**src/rtl/csr_pkg.sv**
```systemverilog
// Shared CSR addresses, operation encodings and field constants for the
// machine-mode CSR file.
package csr_pkg;

  typedef enum logic [11:0] {
    CSR_MSTATUS  = 12'h300,
    CSR_MISA     = 12'h301,
    CSR_MTVEC    = 12'h305,
    CSR_MSCRATCH = 12'h340,
    CSR_MEPC     = 12'h341,
    CSR_MCAUSE   = 12'h342,
    CSR_MCYCLE   = 12'hB00,
    CSR_MINSTRET = 12'hB02,
    CSR_MHARTID  = 12'hF14
  } csr_addr_e;

  typedef enum logic [1:0] {
    CSR_OP_NONE = 2'b00,
    CSR_OP_RW   = 2'b01,
    CSR_OP_RS   = 2'b10,
    CSR_OP_RC   = 2'b11
  } csr_op_e;

  localparam int unsigned MSTATUS_MIE_BIT  = 3;
  localparam int unsigned MSTATUS_MPIE_BIT = 7;
  localparam logic [63:0] MSTATUS_WMASK    = 64'h0000_0000_0000_0088;
  localparam logic [1:0]  MSTATUS_MPP_M    = 2'b11;

  // MXL sits in the top two bits of the native width; I extension is bit 8.
  function automatic logic [63:0] MISA_VALUE(input int unsigned xlen);
    logic [63:0] v;
    v = 64'h0000_0000_0000_0100;
    if (xlen == 64) begin
      v[63:62] = 2'b10;
    end else begin
      v[31:30] = 2'b01;
    end
    return v;
  endfunction

endpackage

```
**src/rtl/csr_if.sv**
```systemverilog
// CSR request/response bus between the execute stage (master) and the
// CSR file (slave).
interface csr_if #(
  parameter int XLEN = 64
);
  logic [11:0]     csr_addr;
  logic            csr_read;
  logic            csr_write;
  logic [1:0]      csr_op;
  logic [XLEN-1:0] csr_wdata;
  logic [XLEN-1:0] csr_rdata;
  logic            csr_illegal;

  modport master (
    output csr_addr, csr_read, csr_write, csr_op, csr_wdata,
    input  csr_rdata, csr_illegal
  );

  modport slave (
    input  csr_addr, csr_read, csr_write, csr_op, csr_wdata,
    output csr_rdata, csr_illegal
  );
endinterface

```
**src/rtl/csr_counter.sv**
```systemverilog
// Free-running XLEN-wide counter with a load port that overrides the
// increment in the same cycle; wraps silently.
module csr_counter #(
  parameter int XLEN = 64
) (
  input  logic            clk,
  input  logic            resetn,
  input  logic            i_inc,
  input  logic            i_we,
  input  logic [XLEN-1:0] i_wdata,
  output logic [XLEN-1:0] o_count
);
  logic [XLEN-1:0] r_count;

  // Load wins over increment.
  always_ff @(posedge clk or negedge resetn) begin
    if (!resetn) begin
      r_count <= '0;
    end else if (i_we) begin
      r_count <= i_wdata;
    end else if (i_inc) begin
      r_count <= r_count + {{(XLEN-1){1'b0}}, 1'b1};
    end else begin
      r_count <= r_count;
    end
  end

  assign o_count = r_count;
endmodule

```
**src/rtl/csr_file.sv**
```systemverilog
// Machine-mode CSR file and trap unit. Defining CSR_COUNTERS_EN builds the
// mcycle/minstret counters; otherwise their addresses decode as unknown.
module csr_file
  import csr_pkg::*;
#(
  parameter int XLEN = 64
) (
  input  logic            clk,
  input  logic            resetn,
  csr_if.slave            csr_bus,
  input  logic            stall,
  input  logic            exception_occurred,
  input  logic [XLEN-1:0] exception_pc,
  input  logic [3:0]      exception_cause,
  input  logic            mret,
  input  logic            instret,
  output logic            trap_redirect,
  output logic [XLEN-1:0] trap_vector,
  output logic [XLEN-1:0] mret_target,
  output logic            mie_out
);
  logic [XLEN-1:0] r_mstatus;
  logic [XLEN-1:2] r_mtvec;
  logic [XLEN-1:0] r_mscratch;
  logic [XLEN-1:2] r_mepc;
  logic [3:0]      r_mcause;
  logic            r_trap_redirect;

  logic [XLEN-1:0] w_mstatus_nxt;
  logic [XLEN-1:2] w_mtvec_nxt;
  logic [XLEN-1:0] w_mscratch_nxt;
  logic [XLEN-1:2] w_mepc_nxt;
  logic [3:0]      w_mcause_nxt;

  logic [XLEN-1:0] w_misa;
  logic [XLEN-1:0] w_wmask;
  logic [XLEN-1:0] w_rdata;
  logic [XLEN-1:0] w_wval;
  logic            w_known;
  logic            w_readonly;
  logic            w_illegal;
  logic            w_we;
  logic            w_unused;

  assign w_misa  = XLEN'(MISA_VALUE(XLEN));
  assign w_wmask = MSTATUS_WMASK[XLEN-1:0];

`ifdef CSR_COUNTERS_EN
  logic [XLEN-1:0] w_mcycle;
  logic [XLEN-1:0] w_minstret;
  logic            w_mcycle_we;
  logic            w_minstret_we;

  assign w_mcycle_we   = w_we && (csr_bus.csr_addr == CSR_MCYCLE);
  assign w_minstret_we = w_we && (csr_bus.csr_addr == CSR_MINSTRET);

  csr_counter #(.XLEN(XLEN)) u_mcycle (
    .clk     (clk),
    .resetn  (resetn),
    .i_inc   (1'b1),
    .i_we    (w_mcycle_we),
    .i_wdata (w_wval),
    .o_count (w_mcycle)
  );

  csr_counter #(.XLEN(XLEN)) u_minstret (
    .clk     (clk),
    .resetn  (resetn),
    .i_inc   (instret),
    .i_we    (w_minstret_we),
    .i_wdata (w_wval),
    .o_count (w_minstret)
  );

  assign w_unused = &{1'b0, exception_pc[1:0]};
`else
  assign w_unused = &{1'b0, exception_pc[1:0], instret};
`endif

  // Read decode; the readback view also serves as the old value for RS/RC.
  always_comb begin
    w_rdata    = '0;
    w_known    = 1'b1;
    w_readonly = 1'b0;
    case (csr_bus.csr_addr)
      CSR_MSTATUS: begin
        w_rdata        = r_mstatus;
        w_rdata[12:11] = MSTATUS_MPP_M;
      end
      CSR_MISA: begin
        w_rdata    = w_misa;
        w_readonly = 1'b1;
      end
      CSR_MTVEC:    w_rdata = {r_mtvec, 2'b00};
      CSR_MSCRATCH: w_rdata = r_mscratch;
      CSR_MEPC:     w_rdata = {r_mepc, 2'b00};
      CSR_MCAUSE:   w_rdata = {{(XLEN-4){1'b0}}, r_mcause};
      CSR_MHARTID:  w_rdata = '0;
`ifdef CSR_COUNTERS_EN
      CSR_MCYCLE:   w_rdata = w_mcycle;
      CSR_MINSTRET: w_rdata = w_minstret;
`endif
      default:      w_known = 1'b0;
    endcase
  end

  assign w_illegal = ((csr_bus.csr_read | csr_bus.csr_write) & ~w_known) |
                     (csr_bus.csr_write & (w_readonly | (csr_bus.csr_addr[11:10] == 2'b11)));

  assign w_we = csr_bus.csr_write & ~stall & ~w_illegal & ~exception_occurred &
                (csr_bus.csr_op != CSR_OP_NONE);

  // Read-modify-write operand.
  always_comb begin
    w_wval = w_rdata;
    case (csr_bus.csr_op)
      CSR_OP_RW: w_wval = csr_bus.csr_wdata;
      CSR_OP_RS: w_wval = w_rdata | csr_bus.csr_wdata;
      CSR_OP_RC: w_wval = w_rdata & ~csr_bus.csr_wdata;
      default:   w_wval = w_rdata;
    endcase
  end

  // Next state: CSR write first, then mret, then trap, so later steps win.
  always_comb begin
    w_mstatus_nxt  = r_mstatus;
    w_mtvec_nxt    = r_mtvec;
    w_mscratch_nxt = r_mscratch;
    w_mepc_nxt     = r_mepc;
    w_mcause_nxt   = r_mcause;
    if (w_we) begin
      case (csr_bus.csr_addr)
        CSR_MSTATUS:  w_mstatus_nxt  = w_wval & w_wmask;
        CSR_MTVEC:    w_mtvec_nxt    = w_wval[XLEN-1:2];
        CSR_MSCRATCH: w_mscratch_nxt = w_wval;
        CSR_MEPC:     w_mepc_nxt     = w_wval[XLEN-1:2];
        CSR_MCAUSE:   w_mcause_nxt   = w_wval[3:0];
        default:      w_mscratch_nxt = r_mscratch;
      endcase
    end else begin
      w_mscratch_nxt = r_mscratch;
    end
    if (exception_occurred) begin
      w_mepc_nxt                      = exception_pc[XLEN-1:2];
      w_mcause_nxt                    = exception_cause;
      w_mstatus_nxt[MSTATUS_MPIE_BIT] = r_mstatus[MSTATUS_MIE_BIT];
      w_mstatus_nxt[MSTATUS_MIE_BIT]  = 1'b0;
    end else if (mret) begin
      w_mstatus_nxt[MSTATUS_MIE_BIT]  = r_mstatus[MSTATUS_MPIE_BIT];
      w_mstatus_nxt[MSTATUS_MPIE_BIT] = 1'b1;
    end else begin
      w_mcause_nxt = w_mcause_nxt;
    end
  end

  // CSR and trap state registers.
  always_ff @(posedge clk or negedge resetn) begin
    if (!resetn) begin
      r_mstatus       <= '0;
      r_mtvec         <= '0;
      r_mscratch      <= '0;
      r_mepc          <= '0;
      r_mcause        <= 4'd0;
      r_trap_redirect <= 1'b0;
    end else begin
      r_mstatus       <= w_mstatus_nxt;
      r_mtvec         <= w_mtvec_nxt;
      r_mscratch      <= w_mscratch_nxt;
      r_mepc          <= w_mepc_nxt;
      r_mcause        <= w_mcause_nxt;
      r_trap_redirect <= exception_occurred;
    end
  end

  assign csr_bus.csr_rdata   = w_rdata;
  assign csr_bus.csr_illegal = w_illegal;
  assign trap_redirect       = r_trap_redirect;
  assign trap_vector         = {r_mtvec, 2'b00};
  assign mret_target         = {r_mepc, 2'b00};
  assign mie_out             = r_mstatus[MSTATUS_MIE_BIT];
endmodule

```
**src/flat_wrapper.sv**
```systemverilog
// flat-port wrapper written by rule: the top's interface ports become plain ports
module csr_file_flat import csr_pkg::*;
#(
  parameter int XLEN = 64
)
  (clk, resetn, stall, exception_occurred, exception_pc, exception_cause, mret, instret, trap_redirect, trap_vector, mret_target, mie_out, csr_bus_csr_addr, csr_bus_csr_read, csr_bus_csr_write, csr_bus_csr_op, csr_bus_csr_wdata, csr_bus_csr_rdata, csr_bus_csr_illegal);
  csr_if #(.XLEN(XLEN)) csr_bus_i ();
  input  logic clk;
  input  logic resetn;
  input  logic stall;
  input  logic exception_occurred;
  input  logic [XLEN-1:0] exception_pc;
  input  logic [3:0] exception_cause;
  input  logic mret;
  input  logic instret;
  output logic trap_redirect;
  output logic [XLEN-1:0] trap_vector;
  output logic [XLEN-1:0] mret_target;
  output logic mie_out;
  input wire logic [$bits(csr_bus_i.csr_addr)-1:0] csr_bus_csr_addr;
  input wire logic [$bits(csr_bus_i.csr_read)-1:0] csr_bus_csr_read;
  input wire logic [$bits(csr_bus_i.csr_write)-1:0] csr_bus_csr_write;
  input wire logic [$bits(csr_bus_i.csr_op)-1:0] csr_bus_csr_op;
  input wire logic [$bits(csr_bus_i.csr_wdata)-1:0] csr_bus_csr_wdata;
  output wire logic [$bits(csr_bus_i.csr_rdata)-1:0] csr_bus_csr_rdata;
  output wire logic [$bits(csr_bus_i.csr_illegal)-1:0] csr_bus_csr_illegal;
  assign csr_bus_i.csr_addr = csr_bus_csr_addr;
  assign csr_bus_i.csr_read = csr_bus_csr_read;
  assign csr_bus_i.csr_write = csr_bus_csr_write;
  assign csr_bus_i.csr_op = csr_bus_csr_op;
  assign csr_bus_i.csr_wdata = csr_bus_csr_wdata;
  assign csr_bus_csr_rdata = csr_bus_i.csr_rdata;
  assign csr_bus_csr_illegal = csr_bus_i.csr_illegal;
  csr_file #(.XLEN(XLEN)) u_core (.clk(clk), .resetn(resetn), .csr_bus(csr_bus_i), .stall(stall), .exception_occurred(exception_occurred), .exception_pc(exception_pc), .exception_cause(exception_cause), .mret(mret), .instret(instret), .trap_redirect(trap_redirect), .trap_vector(trap_vector), .mret_target(mret_target), .mie_out(mie_out));
endmodule
```
**config.mk**
```make
export PLATFORM = sky130hd
export DESIGN_NAME = csr_file_flat
export DESIGN_NICKNAME = d
export VERILOG_FILES = /design/src/rtl/csr_pkg.sv /design/src/rtl/csr_if.sv /design/src/rtl/csr_counter.sv /design/src/rtl/csr_file.sv /design/src/flat_wrapper.sv
export SDC_FILE = /design/constraint.sdc
export NUM_CORES = 1
export LEC_CHECK = 0
export CORE_MARGIN = 5
export CORE_UTILIZATION = 30
export DETAILED_ROUTE_END_ITERATION = 16
export PLACE_DENSITY_LB_ADDON = 0.05
export SETUP_SLACK_MARGIN = 0.5
export SYNTH_ARGS = -nofsm -noshare
export SYNTH_HDL_FRONTEND = slang
export SYNTH_SLANG_ARGS = --single-unit
```
**constraint.sdc**
```tcl
create_clock -name clk -period 4.6 [get_ports clk]
set_input_delay 1.38 -clock clk [delete_from_list [all_inputs] [get_ports clk]]
set_output_delay 1.38 -clock clk [all_outputs]
set_load 0.05 [all_outputs]
```
Word-level counts from Yosys, hierarchy flattened. Cells that the tools add are included.

Bits in registers: 195. Output and inout port bits: 195. Logic and storage cells: 61.

Equal/unequal tests: 11. Mux-type cells: 16. Bitwise gates (word level): 16. Reduce and logical (&&, ||, !) cells: 12.

Operator list (number): $pmux W64 S6 (1); $pmux W64 S3 (1); $mux W62 (3); $eq A12 B10 Y1 const B (6); $and A64 B64 Y64 (1); $not A64 Y64 (1); $or A64 B64 Y64 (1); $mux W8 (2); $eq A12 B12 Y1 const B (1); $mux W4 (3); $reduce_and A2 Y1 (5); $reduce_bool A2 Y1 (4); $reduce_or A7 Y1 (1); $and A1 B1 Y1 (6); $eq A2 B2 Y1 const B (3); $mux W1 (6); $reduce_bool A3 Y1 (2); $not A1 Y1 (4); $or A1 B1 Y1 (3); $eq A2 B1 Y1 const B (1).

Longest topological paths before layout. Gate-level depths: netlist (run 1).

Word-level depth: 13. Mapped depth: 9. Mapped depth without buffers: 5.

Worst setup path after synthesis (run 1). No wires, ideal clock.

Path type: input to output. Start point: input port csr_bus_csr_addr[5]. End point: output port csr_bus_csr_rdata[8]. Arrival time: 4.919 ns. Data required time: 3.220 ns. Setup slack: -1.699 ns. Cell stages on the path: 5. Path buffers: 3. Cells stage by stage: or4_1 buf_2 buf_1 buf_1 a2111oi_0.

Word-level cells in the longest chain between the ends: 2. Elaborated cells on any way between the ends: 7. Classes of those cells: 6 x eq/ne; 1 x mux.

RTL lines: from (decl) (line flat_wrapper.sv:20) `input wire logic [$bits(csr_bus_i.csr_addr)-1:0] csr_bus_csr_addr;`; $eq A12 B10 Y1 (line csr_file.sv:85) `case (csr_bus.csr_addr)`; $pmux W64 S6 * (line csr_file.sv:85); to (decl) (line flat_wrapper.sv:25) `output wire logic [$bits(csr_bus_i.csr_rdata)-1:0] csr_bus_csr_rdata;`.

Every way passes the cells marked *; elsewhere a longest branch is shown, timed or not.

Worst setup path in the final report (run 1).
Start point: input port csr_bus_csr_addr[10]. End point: output port csr_bus_csr_rdata[60].

Same word-level chain as after synthesis.

==> results of run 1 <==
## repair_timing
item,in CTS,in global routing
hold buffers,0,0
pin swaps,27,31
resized for setup,133,41
endpoints found under the setup margin,65,65
cloned,4,2
buffers inserted,19,17
## sequential cells by signal, indices dropped and copies added (netlist names)
signal and count:
u_core.trap_redirect 1, u_core.r_mepc 62, u_core.r_mstatus 2, u_core.r_mscratch 64, u_core.r_mtvec 62, u_core.r_mcause 4
## routing by layer
layer / GRT usage [%] / wire length [um] / vias to the layer above / part of all wire [%]
met3: 5.74 / 3810 / 95 / 6.9
met4: 7.72 / 1370 / 16 / 2.5
met5: 0 / 89 / - / 0.16
li1: - / - / 5964 / -
met1: 31.0 / 23400 / 6589 / 42
met2: 39.0 / 27000 / 459 / 49
## stage by stage
stage	worst slack, ns	instance area, um^2
6_report	0.0946	20300
5_1_grt	0.0599	20300
4_1_cts	0.0800	19900
3_5_place_dp	-0.358	18500
3_3_place_gp	-0.379	18500
2_1_floorplan	0.185	13100
## layout make-up
| type | instances | area (um^2) |
|---|---|---|
| Sequential cell | 195 | 4880 |
| Fill cell | 3735 | 20500 |
| Tap cell | 532 | 666 |
| Clock inverter | 8 | 75.1 |
| Antenna cell | 6 | 15.0 |
| Multi-Input combinational cell | 979 | 8300 |
| Timing Repair Buffer | 531 | 5840 |
| Inverter | 15 | 56.3 |
| Clock buffer | 24 | 502 |
## worst paths after layout
| kind | to | slack, ns | cells past startpoint |
|---|---|---|---|
| min in group asynchronous | u_core.r_mepc[61] | 0.97 | 1 |
| min | u_core.r_mscratch[39] | 0.47 | 2 |
| max reg2reg | u_core.r_mtvec[15] | 2.65 | 9 |
| max | csr_bus_csr_rdata[60] | 0.09 | 8 |
| min reg2reg | u_core.r_mscratch[39] | 0.47 | 2 |
| max in group asynchronous | u_core.r_mepc[37] | 2.59 | 2 |
## logic make-up (layout without fill, tap and decap cells)
| family | count (synthesis) | after routing | share of synthesized area [%] |
|---|---|---|---|
| AOI/OAI and AO/OA | 414 | 414 | 26.9 |
| xor gates and xnor gates | 2 | 2 | 0.141 |
| buffers and inverters | 147 | 578 | 4.75 |
| DFF | 195 | 195 | 39.3 |
| muxes | 138 | 138 | 11.9 |
| other | 1 | 10 | 0.0302 |
| and+or+nand+nor | 421 | 421 | 16.9 |
## power by group through the flow
stage                     clock (mW)  sequential [mW]  combinational [mW]
after detailed placement           0             1.85               0.938
after floorplan                    0             2.01               0.331
after CTS                       1.59             1.82               0.965
after global routing            1.65             1.83                1.05
final                           1.54             1.82               0.981
after global placement             0             1.85               0.928
## critical path, cell delays in order
cell and delay [ns]:
sky130_fd_sc_hd__buf_6 0.09, sky130_fd_sc_hd__or4_4 0.57, sky130_fd_sc_hd__nor4_4 0.25, sky130_fd_sc_hd__buf_4 0.19, sky130_fd_sc_hd__buf_8 0.14, sky130_fd_sc_hd__buf_12 0.17, sky130_fd_sc_hd__o2bb2ai_4 0.16, sky130_fd_sc_hd__buf_12 0.16
## cells in the final DEF (no fill, tap or decap), types with 11 or more instances in the layout
| master | count |
|---|---|
| sky130_fd_sc_hd__mux2i_1 | 60 |
| sky130_fd_sc_hd__dfrtp_1 | 195 |
| sky130_fd_sc_hd__a221oi_1 | 26 |
| sky130_fd_sc_hd__clkbuf_16 | 19 |
| sky130_fd_sc_hd__o21ai_0 | 54 |
| sky130_fd_sc_hd__o41ai_2 | 14 |
| sky130_fd_sc_hd__o21a_1 | 26 |
| sky130_fd_sc_hd__buf_6 | 11 |
| sky130_fd_sc_hd__a21o_4 | 22 |
| sky130_fd_sc_hd__a22oi_1 | 27 |
| sky130_fd_sc_hd__nor4_4 | 27 |
| sky130_fd_sc_hd__clkdlybuf4s50_1 | 260 |
| sky130_fd_sc_hd__buf_4 | 161 |
| sky130_fd_sc_hd__nand3_1 | 34 |
| sky130_fd_sc_hd__a22o_1 | 23 |
| sky130_fd_sc_hd__o41ai_1 | 35 |
| sky130_fd_sc_hd__nor3b_1 | 27 |
| sky130_fd_sc_hd__mux2_2 | 78 |
| sky130_fd_sc_hd__and3_1 | 29 |
| sky130_fd_sc_hd__a32oi_1 | 24 |
| sky130_fd_sc_hd__nor2_1 | 89 |
| sky130_fd_sc_hd__nor4_1 | 25 |
| sky130_fd_sc_hd__buf_12 | 78 |
| sky130_fd_sc_hd__a21oi_4 | 13 |
| sky130_fd_sc_hd__o2bb2ai_4 | 24 |
| sky130_fd_sc_hd__a211oi_1 | 22 |
| sky130_fd_sc_hd__a221o_1 | 35 |
| sky130_fd_sc_hd__a21oi_1 | 31 |
| sky130_fd_sc_hd__nand2_1 | 131 |
==> results summary, run 1 <==
The clock latency on the worst-skew pair came out at 0.46 ns. The via density per instance is 5.73. Of all flip-flops after synthesis, the portion carrying an async set or reset was 100%. The horizontal extent of the die is 213 um.

The worst clock skew on the final layout is 0.0111 ns. The area growth from synthesis to layout is 63.9%. The internal power is 2.97 mW.

The number of max-capacitance violations reported came out at 0. The maximum buffer depth of the clock tree came out at 2. The routed design has 55600 um of wire.

The worst hold path begins at u_core.r_mscratch[39]. Summed over all failing endpoints, the final setup total negative slack is 0 ns. The post-route worst hold slack came out at 0.475 ns. The final antenna-violating net count came out at 0.

The initial antenna violation count is 14. The first global-routing pass estimated 83700 um of wire. The clock network accounts for 35.6% of the total power. Entering global routing, the biggest net connects 87 pins. The standard-cell row count came out at 74.

The number of synthesized flops with an enable pin came out at 0. The total area inside the core boundary comes to 40800 um^2. The post-route core utilization came out at 49.8%. The min-delay analysis places its worst path in the category register to register. CTS saw 195 sinks. Setup repair after global routing could not meet its margin everywhere.

Dividing the detail-routed wire length by the instance count gives 24.3 um. The commonest cells after synthesis are sky130_fd_sc_hd__dfrtp_1, sky130_fd_sc_hd__nand2_1, sky130_fd_sc_hd__clkbuf_1. Power spread over the standard cell area amounts to 214 nW/um^2. The data required time at the worst endpoint came out at 3.22 ns. Counting every instance in the synthesized netlist gives 1318. The H-tree depth came out at 4. TritonCTS built the clock tree. The number of design-rule violations left by the first detailed-router iteration came out at 918. The top cell type by area accounts for 39.3% of the synthesized area. Yosys attributes the largest share of cell area to sky130_fd_sc_hd__dfrtp_1, sky130_fd_sc_hd__mux2_2, sky130_fd_sc_hd__mux2i_1, sky130_fd_sc_hd__nand2_1, sky130_fd_sc_hd__clkbuf_1. The count of endpoints failing hold in the final timing report came out at 0. Setup violations remaining at the end of the flow were counted as 0. Of the total power, the share spent switching nets is 31.6%. The worst setup path is launched from a primary input. The launch instance of the worst register-to-register path is u_core.r_mepc[15]. The most common cell in the synthesized netlist is sky130_fd_sc_hd__dfrtp_1.

The synthesized design contains 195 register bits. The timing-limited maximum frequency came out at 222 MHz. The final non-filler cell total is 2290. From bottom edge to top edge, the die measures 213 um. The number of I/O port buffers came out at 341. 349 I/O pins were placed. The synthesized area per cell is 9.41 um^2.

For this run the aggregate overflow at the end of global routing stands at 0. The first detailed-routing pass ran for 6 iterations. Cells with a size suffix above 1 make up 30.4% of the layout. The number of buffers inserted during clock tree synthesis is 17. In this run the tightest slew margin relative to its limit is 40.7%.

The worst setup path is captured at a primary output. The worst setup path startpoint is csr_bus_csr_addr[10]. The ratio of final minimum period to clock period is 97.9%. The unique cell type count in the Yosys netlist is 60.

The synthesis warning total is 0. The total placed cells including tap cells came out at 2210. The slew at the pin closest to its max-slew limit is 0.886 ns. The static leakage came out at 8.59 nW. VDD sags by at most 0.237 mV.

The total routing usage reported by global routing is 23.7%. The number of DRC violations after detailed routing is 0. The sequential power share came out at 41.8%. The max-slew violation count came out at 0.

The clock-pin slew reported for the worst setup and hold paths after clock tree synthesis is 0.07 ns. The worst setup path is of the primary input to primary output kind. Along the worst path, the maximum fanout reaches 8. The most used flip-flop cell after synthesis is sky130_fd_sc_hd__dfrtp_1.

In this run the clock root is driven by a sky130_fd_sc_hd__clkbuf_16. The total power draw came out at 4.34 mW. The area of the die came out at 45500 um^2.

The number of global-route vias before repair is 13264. Routability-driven placement finished with a final weighted congestion of 0.812. The run finished with clean final reports. Combinational logic is responsible for 22.6% of the overall power. The HPWL reported at the end of detailed placement is 36800 um. The minimum period implied by the final worst setup slack is 4.51 ns. The sequential area share after synthesis is 39.3%.

Summing over every cut layer, the via total after detailed routing is 13123. The synthesized design spends more area on one cell type than any other, namely sky130_fd_sc_hd__dfrtp_1. The total number of nets in the final design is 1893. The post-synth design cell area is 12400 um^2. For this design the total switching power over the nets is 1.37 mW.

The critical path arrival is 3.13 ns. The starting density of the core came out at 30.4%.
Note: power is estimated with default switching activity, not from simulation.
==> run 2: changes to the inputs <==
--- a/config.mk
+++ b/config.mk
@@ -8,7 +8,7 @@
 export CORE_MARGIN = 5
 export CORE_UTILIZATION = 30
 export DETAILED_ROUTE_END_ITERATION = 16
-export PLACE_DENSITY_LB_ADDON = 0.05
+export PLACE_DENSITY = 0.52
 export SETUP_SLACK_MARGIN = 0.5
 export SYNTH_ARGS = -nofsm -noshare
 export SYNTH_HDL_FRONTEND = slang
==> run 2 against run 1 <==
Maximum frequency increased by 0.52%. Clock skew decreased by 0.0030 ns. Worst setup slack improved by 0.023 ns. Wire length increased by 2.4%. Flip-flop and latch count unchanged. Register-to-register slack improved by 0.05 ns. Worst hold slack improved by 0.00055 ns. Via count decreased by 0.60%. Clock power increased by 3%. Utilization increased by 0.29 points. Die area unchanged. Non-clock buffer count increased by 2. Highest routed layer unchanged.
==> results summary, run 2 (synthesis results as in run 1) <==
The net switching power of the design was 1.42 mW (+3.8%). The final non-filler cell total is 2287 (-0.13%). The max-slew violation count came out at 0 (unchanged).

The total routing usage reported by global routing is 23.9% (+0.12 points). The flow ran to the end, and the final reports show no timing, DRC or antenna violations. The cell area after placement came out at 18500 um^2 (about the same). The critical path arrival is 3.10 ns (-0.03 ns). The total placed cells including tap cells is 2193 (-0.77%). The data required time at the worst endpoint is 3.22 ns (about the same). The post-route worst hold slack came out at 0.475 ns (+0.000547 ns). The setup path with the least slack is of type primary input to primary output. Relative to the synthesized area, the layout overhead comes to 64.9%. The clock network fraction of total power was 36.0% (+0.4 points). The type of element capturing the critical path is a primary output. The number of design-rule violations left by the first detailed-router iteration came out at 948 (+3.3%).

The worst register-to-register path ends at u_core.r_mepc[2]. The final estimated routing congestion in global placement came out at 0.850 (+4.7%). The vias after detailed routing is 13044 (-0.60%). The highest layer touched by signal routing is met5. The worst slack at placement is -0.308 ns (+0.0494 ns). The slew at the pin closest to its max-slew limit is 1.05 ns (+0.163 ns). The static leakage is 8.72 nW (+1.6%). The register bank with the most flops is u_core.r_mscratch. The number of buffers inserted during clock tree synthesis is 17 (unchanged). The TritonCTS clock tree is built. The maximum fanout along the worst path is 12 (+4). The core region area is 40800 um^2 (unchanged). Setup repair after global routing could not meet its margin everywhere. The via density per instance is 5.70 (-0.47%). The final antenna-violating net count is 0 (unchanged).

The largest vdd supply drop is 0.245 mV (+3.3%). The starting density of the core came to 30.4% (unchanged). The number of top-level pins came out at 349 (unchanged). The power density of the placed cells came out at 215 nW/um^2 (+0.62%).

The minimum period implied by the final worst setup slack came out at 4.48 ns (-0.0231 ns). The worst setup path is launched from a primary input. The standard-cell row count is 74 (unchanged). The timing-limited maximum frequency is 223 MHz (+0.52%). The detailed-routed wire length on met2 came out at 26500 um (-1.6%). The depth of the worst register-to-register path is 5 (-4).

The path class of the tightest hold or removal check is register to register. The tree is rooted in a sky130_fd_sc_hd__clkbuf_16. The detail-routed net length per standard cell came out at 24.9 um (+2.6%). In this run the worst setup path begins at csr_bus_csr_addr[4]. The clock latency on the worst-skew pair came to 0.46 ns (about the same). The worst clock skew on the final layout is 0.00805 ns (-0.00302 ns).

Leaving out fill and tap cells, the most frequent cells in the layout are sky130_fd_sc_hd__clkdlybuf4s50_1, sky130_fd_sc_hd__dfrtp_1, sky130_fd_sc_hd__buf_4. The total clock sinks is 195 (unchanged). The most common cell after layout, fill and taps aside is sky130_fd_sc_hd__clkdlybuf4s50_1.

In the final layout, the registers with the most flip-flops are u_core.r_mscratch: 64 flops, u_core.r_mepc: 62 flops, u_core.r_mtvec: 62 flops. The die span in y came out at 213 um (unchanged). The area of the die was 45500 um^2 (unchanged). The wire length on met1 came out at 24300 um (+4.2%). The setup violation total in the final timing report came out at 0 (unchanged). The H-tree depth is 4 (unchanged). The initial antenna violation count came out at 7 (-7). The layout cell share with drive strength beyond 1 came out at 29.8% (-0.60 points). The power share of the combinational group is 22.6% (about the same). The worst-case setup margin in the final layout is 0.118 ns (+0.0231 ns).

The total number of nets in the final design came out at 1895 (+0.11%). The critical path ends at csr_bus_csr_rdata[8]. The internal power came out at 2.97 mW (about the same). The hold buffer count at cts came out at 0 (unchanged).

The horizontal extent of the die was 213 um (unchanged). The clock-pin slew reported for the worst setup and hold paths after clock tree synthesis came out at 0.07 ns (about the same). The maximum number of pins on one net before global-route repair came out at 103 (+18%). The global route total overflow came to 0 (unchanged).

The ratio of final minimum period to clock period came out at 97.4% (-0.50 points). The summed area of non-filler cells in the final layout is 20500 um^2 (+0.59%). The number of max-capacitance violations reported is 0 (unchanged). The worst-case headroom to the max-slew limit came out at 30.0% (-11 points). The wire length reported by the detailed router came out at 57000 um (+2.4%). The number of DRC violations after detailed routing is 0 (unchanged). The launch instance of the worst register-to-register path is u_core.r_mepc[2]. The switching portion of total power is 32.4% (+0.81 points). The met3 wirelength from detailed routing came out at 4910 um (+29%). The sequential power share came out at 41.4% (-0.4 points). The global-route wire length before repair came out at 84100 um (+0.55%). The number of global-route vias before repair is 13504 (+1.8%). The count of endpoints failing hold in the final timing report is 0 (unchanged). The setup slack of the worst register-to-register path came out at 2.70 ns (+0.05 ns). The flip-flop count of the largest register, all copies and words added came out at 64 (unchanged). The number of optimization iterations in the first detailed-route pass is 5 (-1).

The post-route core utilization came to 50.1% (+0.29 points). The number of I/O port buffers is 341 (unchanged). The HPWL reported at the end of detailed placement was 36300 um (-1.3%). The maximum buffer depth of the clock tree came out at 2 (unchanged).
-- run 2: area by class of cell --
class | count | area, um^2
Inverter | 15 | 56.3
Fill cell | 3723 | 20400
Clock inverter | 15 | 170
Antenna cell | 1 | 2.50
Multi-Input combinational cell | 979 | 8190
Sequential cell | 195 | 4880
Clock buffer | 17 | 425
Timing Repair Buffer | 533 | 6070
Tap cell | 532 | 666
-- run 2: repair_timing --
item / in CTS / in global routing
buffers inserted: 33 / 16
cloned: 8 / 4
setup endpoints to repair: 65 / 65
gates resized for setup: 93 / 61
pin swaps: 16 / 17
-- run 2: how the worst min path moves through the flow --
stage / startpoint / slack (ns) / to / cells after the start
6_report: u_core.r_mscratch[60] / 0.48 / u_core.r_mscratch[60] / 2
5_1_grt: u_core.r_mscratch[30] / 0.50 / u_core.r_mscratch[30] / 2
4_1_cts: u_core.r_mscratch[60] / 0.48 / u_core.r_mscratch[60] / 2
3_5_place_dp: u_core.r_mscratch[60] / 0.46 / u_core.r_mscratch[60] / 2
3_3_place_gp: u_core.r_mscratch[7] / 0.46 / u_core.r_mscratch[7] / 2
2_1_floorplan: u_core.r_mscratch[18] / 0.44 / u_core.r_mscratch[18] / 2
-- run 2: critical path, stage by stage --
cell and delay, ns:
sky130_fd_sc_hd__buf_6 0.09, sky130_fd_sc_hd__or4_4 0.58, sky130_fd_sc_hd__buf_4 0.18, sky130_fd_sc_hd__bufbuf_16 0.30, sky130_fd_sc_hd__a2111oi_4 0.37, sky130_fd_sc_hd__buf_12 0.19
-- run 2: per-stage QoR --
stage | power [mW] | TNS, ns
5_1_grt | 4.56 | 0
6_report | 4.40 | 0
3_3_place_gp | 2.78 | -10.22
4_1_cts | 4.41 | 0
3_5_place_dp | 2.79 | -12.08
2_1_floorplan | 2.34 | 0
-- run 2: per-layer routing --
metal / vias up / track usage (%)
met3: 82 / 6.85
met2: 511 / 38.4
met5: - / 0
met4: 12 / 6.23
met1: 6502 / 31.8
li1: 5937 / -
-- run 2: power groups by stage --
stage | registers [mW] | logic (mW) | clock network [mW]
finish | 1.82 | 0.995 | 1.58
global route | 1.83 | 1.06 | 1.68
CTS | 1.82 | 0.968 | 1.62
detailed placement | 1.85 | 0.938 | 0
global placement | 1.85 | 0.931 | 0
floorplan | 2.01 | 0.331 | 0
==> run 3: changes to the inputs <==
--- a/config.mk
+++ b/config.mk
@@ -7,6 +7,7 @@
 export LEC_CHECK = 0
 export CORE_MARGIN = 5
 export CORE_UTILIZATION = 30
+export CTS_CLUSTER_SIZE = 14
 export DETAILED_ROUTE_END_ITERATION = 16
 export PLACE_DENSITY = 0.52
 export SETUP_SLACK_MARGIN = 0.5
==> results of run 3 <==
Final layout, timing and power as in run 2 (identical DEF).
==> variant: new RTL, config.mk and constraints of run 2 <==
Make the reset (`resetn`) synchronous in one clocked block.
--- a/src/rtl/csr_file.sv
+++ b/src/rtl/csr_file.sv
@@ -156,3 +156,3 @@
   // CSR and trap state registers.
-  always_ff @(posedge clk or negedge resetn) begin
+  always_ff @(posedge clk) begin
     if (!resetn) begin
Check against the original RTL: not equivalent (a bounded check fails within 4 cycles, from zero or initial values and one cycle with resetn low; the reset may be asserted at any time).
==> variant against run 2 <==
- final area down 20%
- total power down 9.4%
- critical endpoint is now csr_bus_csr_rdata[7]
- first-iteration DRC count down 30%
- setup slack better by 0.21 ns
- fmax up 4.9%
- sequential cell count unchanged
- routed wire length down 17%
- clock skew up 0.0017 ns
- synthesized area down 19%
- register-to-register slack worse by 0.31 ns
- synthesized cell count down 19%
==> variant: results (changes against run 2) <==
** Global route
- Number of global-route vias before repair :: 10734 (-21%)
- The number of antenna violations at the first check in global routing came to 5 (-2).
- All-layer global routing usage :: 24.6% (+0.71 points)

** Synthesis
- By count the netlist is led by dfxtp_1, a22o_1, nand2_1.
- The area share of xor/xnor cells in the synthesized design is 5.34% (+5.2 points).
- The fraction of registers with async set or reset after synthesis came to 0% (-100 points).
- In the synthesized netlist the dominant register cell turns out to be dfxtp_1.
- Top cells by area in the synthesized netlist :: dfxtp_1, a22o_1, mux2_2, xnor2_1, a22oi_1
- The proportion of synthesized chip area in sequential cells was 39.0% (-0.36 points).
- The number of distinct standard cells referenced by the synthesized netlist is 54 (-10%).
- Area fraction in compound gates after synthesis :: 32.2% (+5.3 points)

** Timing
- Final setup margin :: 0.326 ns (+0.208 ns)
- The worst hold margin came to 0.463 ns (-0.0121 ns).
- Post-route clock skew :: 0.00979 ns (+0.00174 ns)

** Setup path
- Worst setup path endpoint :: csr_bus_csr_rdata[7]
- Worst path max stage delay :: 0.42 ns (-0.16 ns)
- The most critical setup path has its startpoint at csr_bus_csr_addr[2].
- Setup slack on the worst flop-to-flop path :: 2.39 ns (-0.31 ns)
- Startpoint of the worst-slack reg-to-reg timing path :: u_core.r_mstatus[7]$_SDFFE_PN0P_
- Critical-path cell with the highest stage delay :: or3b_2
- The data arrival time at the worst-slack endpoint was 2.89 ns (-0.21 ns).
- Logic depth of the worst register-to-register path :: 7 (+2)
- The worst register-to-register path ends at u_core.r_mscratch[7]$_SDFFE_PN0P_.

** Placement
- The placed standard-cell area came to 0.0151 sq mm (-18%).
- Placed cell count :: 1819 (-17%)
- The post-placement worst setup slack came to -0.133 ns (+0.175 ns).
- The half-perimeter wire length after placement was 29900 um (-18%).

** Clock tree
- Setup Buffers After CTS :: 27 (-18%)
- The clock latency at the later pin of the worst-skew pair is 0.44 ns (-0.02 ns).
- The post-cts sizing count was 87 (-6.5%).

** Finish
- Cell Count, Final, Fillers Out :: 1898 (-17%)
- The number of nets in the layout was 1590 (-16%).

** Power and ir drop
- Net Sw Frac :: 29.6% (-2.8 points)
- Power drawn by the sequential cells :: 1750 uW (-4%)
- The worst ir drop on vdd was 243 uV (-0.99%).
- Combinational share of power :: 18.9% (-3.7 points)
- Register share of total power :: 43.9% (+2.5 points)

** Status
- The run finished with clean final reports.

** Routing
- Final routed wire length divided by cell count :: 24.9 um (-0.19%)
- Iteration-0 DRC Markers :: 668 (-30%)
- The number of vias per cell after detailed routing came to 5.47 (-4.2%).

** Min path
- Endpoint with the worst hold slack :: u_core.r_mscratch[8]$_SDFFE_PN0P_
- Hold_sp :: u_core.r_mscratch[8]$_SDFFE_PN0P_
-- variant: cell count changes in the layout (fill, tap and decap cells not counted), sizes merged, moves of 51 or more --
cell	before	now
nor4	61	4
buf	261	193
dfrtp	195	0
and2	4	60
nor2	94	11
dfxtp	0	195
a22o	23	116
mux2i	60	4
xnor2	2	60
nand2	133	82
-- variant: final cells by class --
| class | instances | area, sq um |
|---|---|---|
| well taps | 448 | 561 |
| fillers | 3096 | 16900 |
| diodes | 1 | 2.50 |
| flip-flops and latches | 195 | 3900 |
| repair buffers | 459 | 5370 |
| clock inverters | 12 | 95.1 |
| inverters | 11 | 41.3 |
| clock buffers | 20 | 467 |
| multi-input cells | 752 | 5930 |
-- variant: metal layers --
metal | track usage, % | vias to the layer above | wire, um | part of all wire [%]
li1 | - | 4780 | - | -
met1 | 32.3 | 5171 | 21000 | 44
met4 | 5.90 | 6 | 620 | 1.3
met5 | 0 | - | 41 | 0.087
met2 | 39.7 | 373 | 21800 | 46
met3 | 7.27 | 43 | 3700 | 7.8
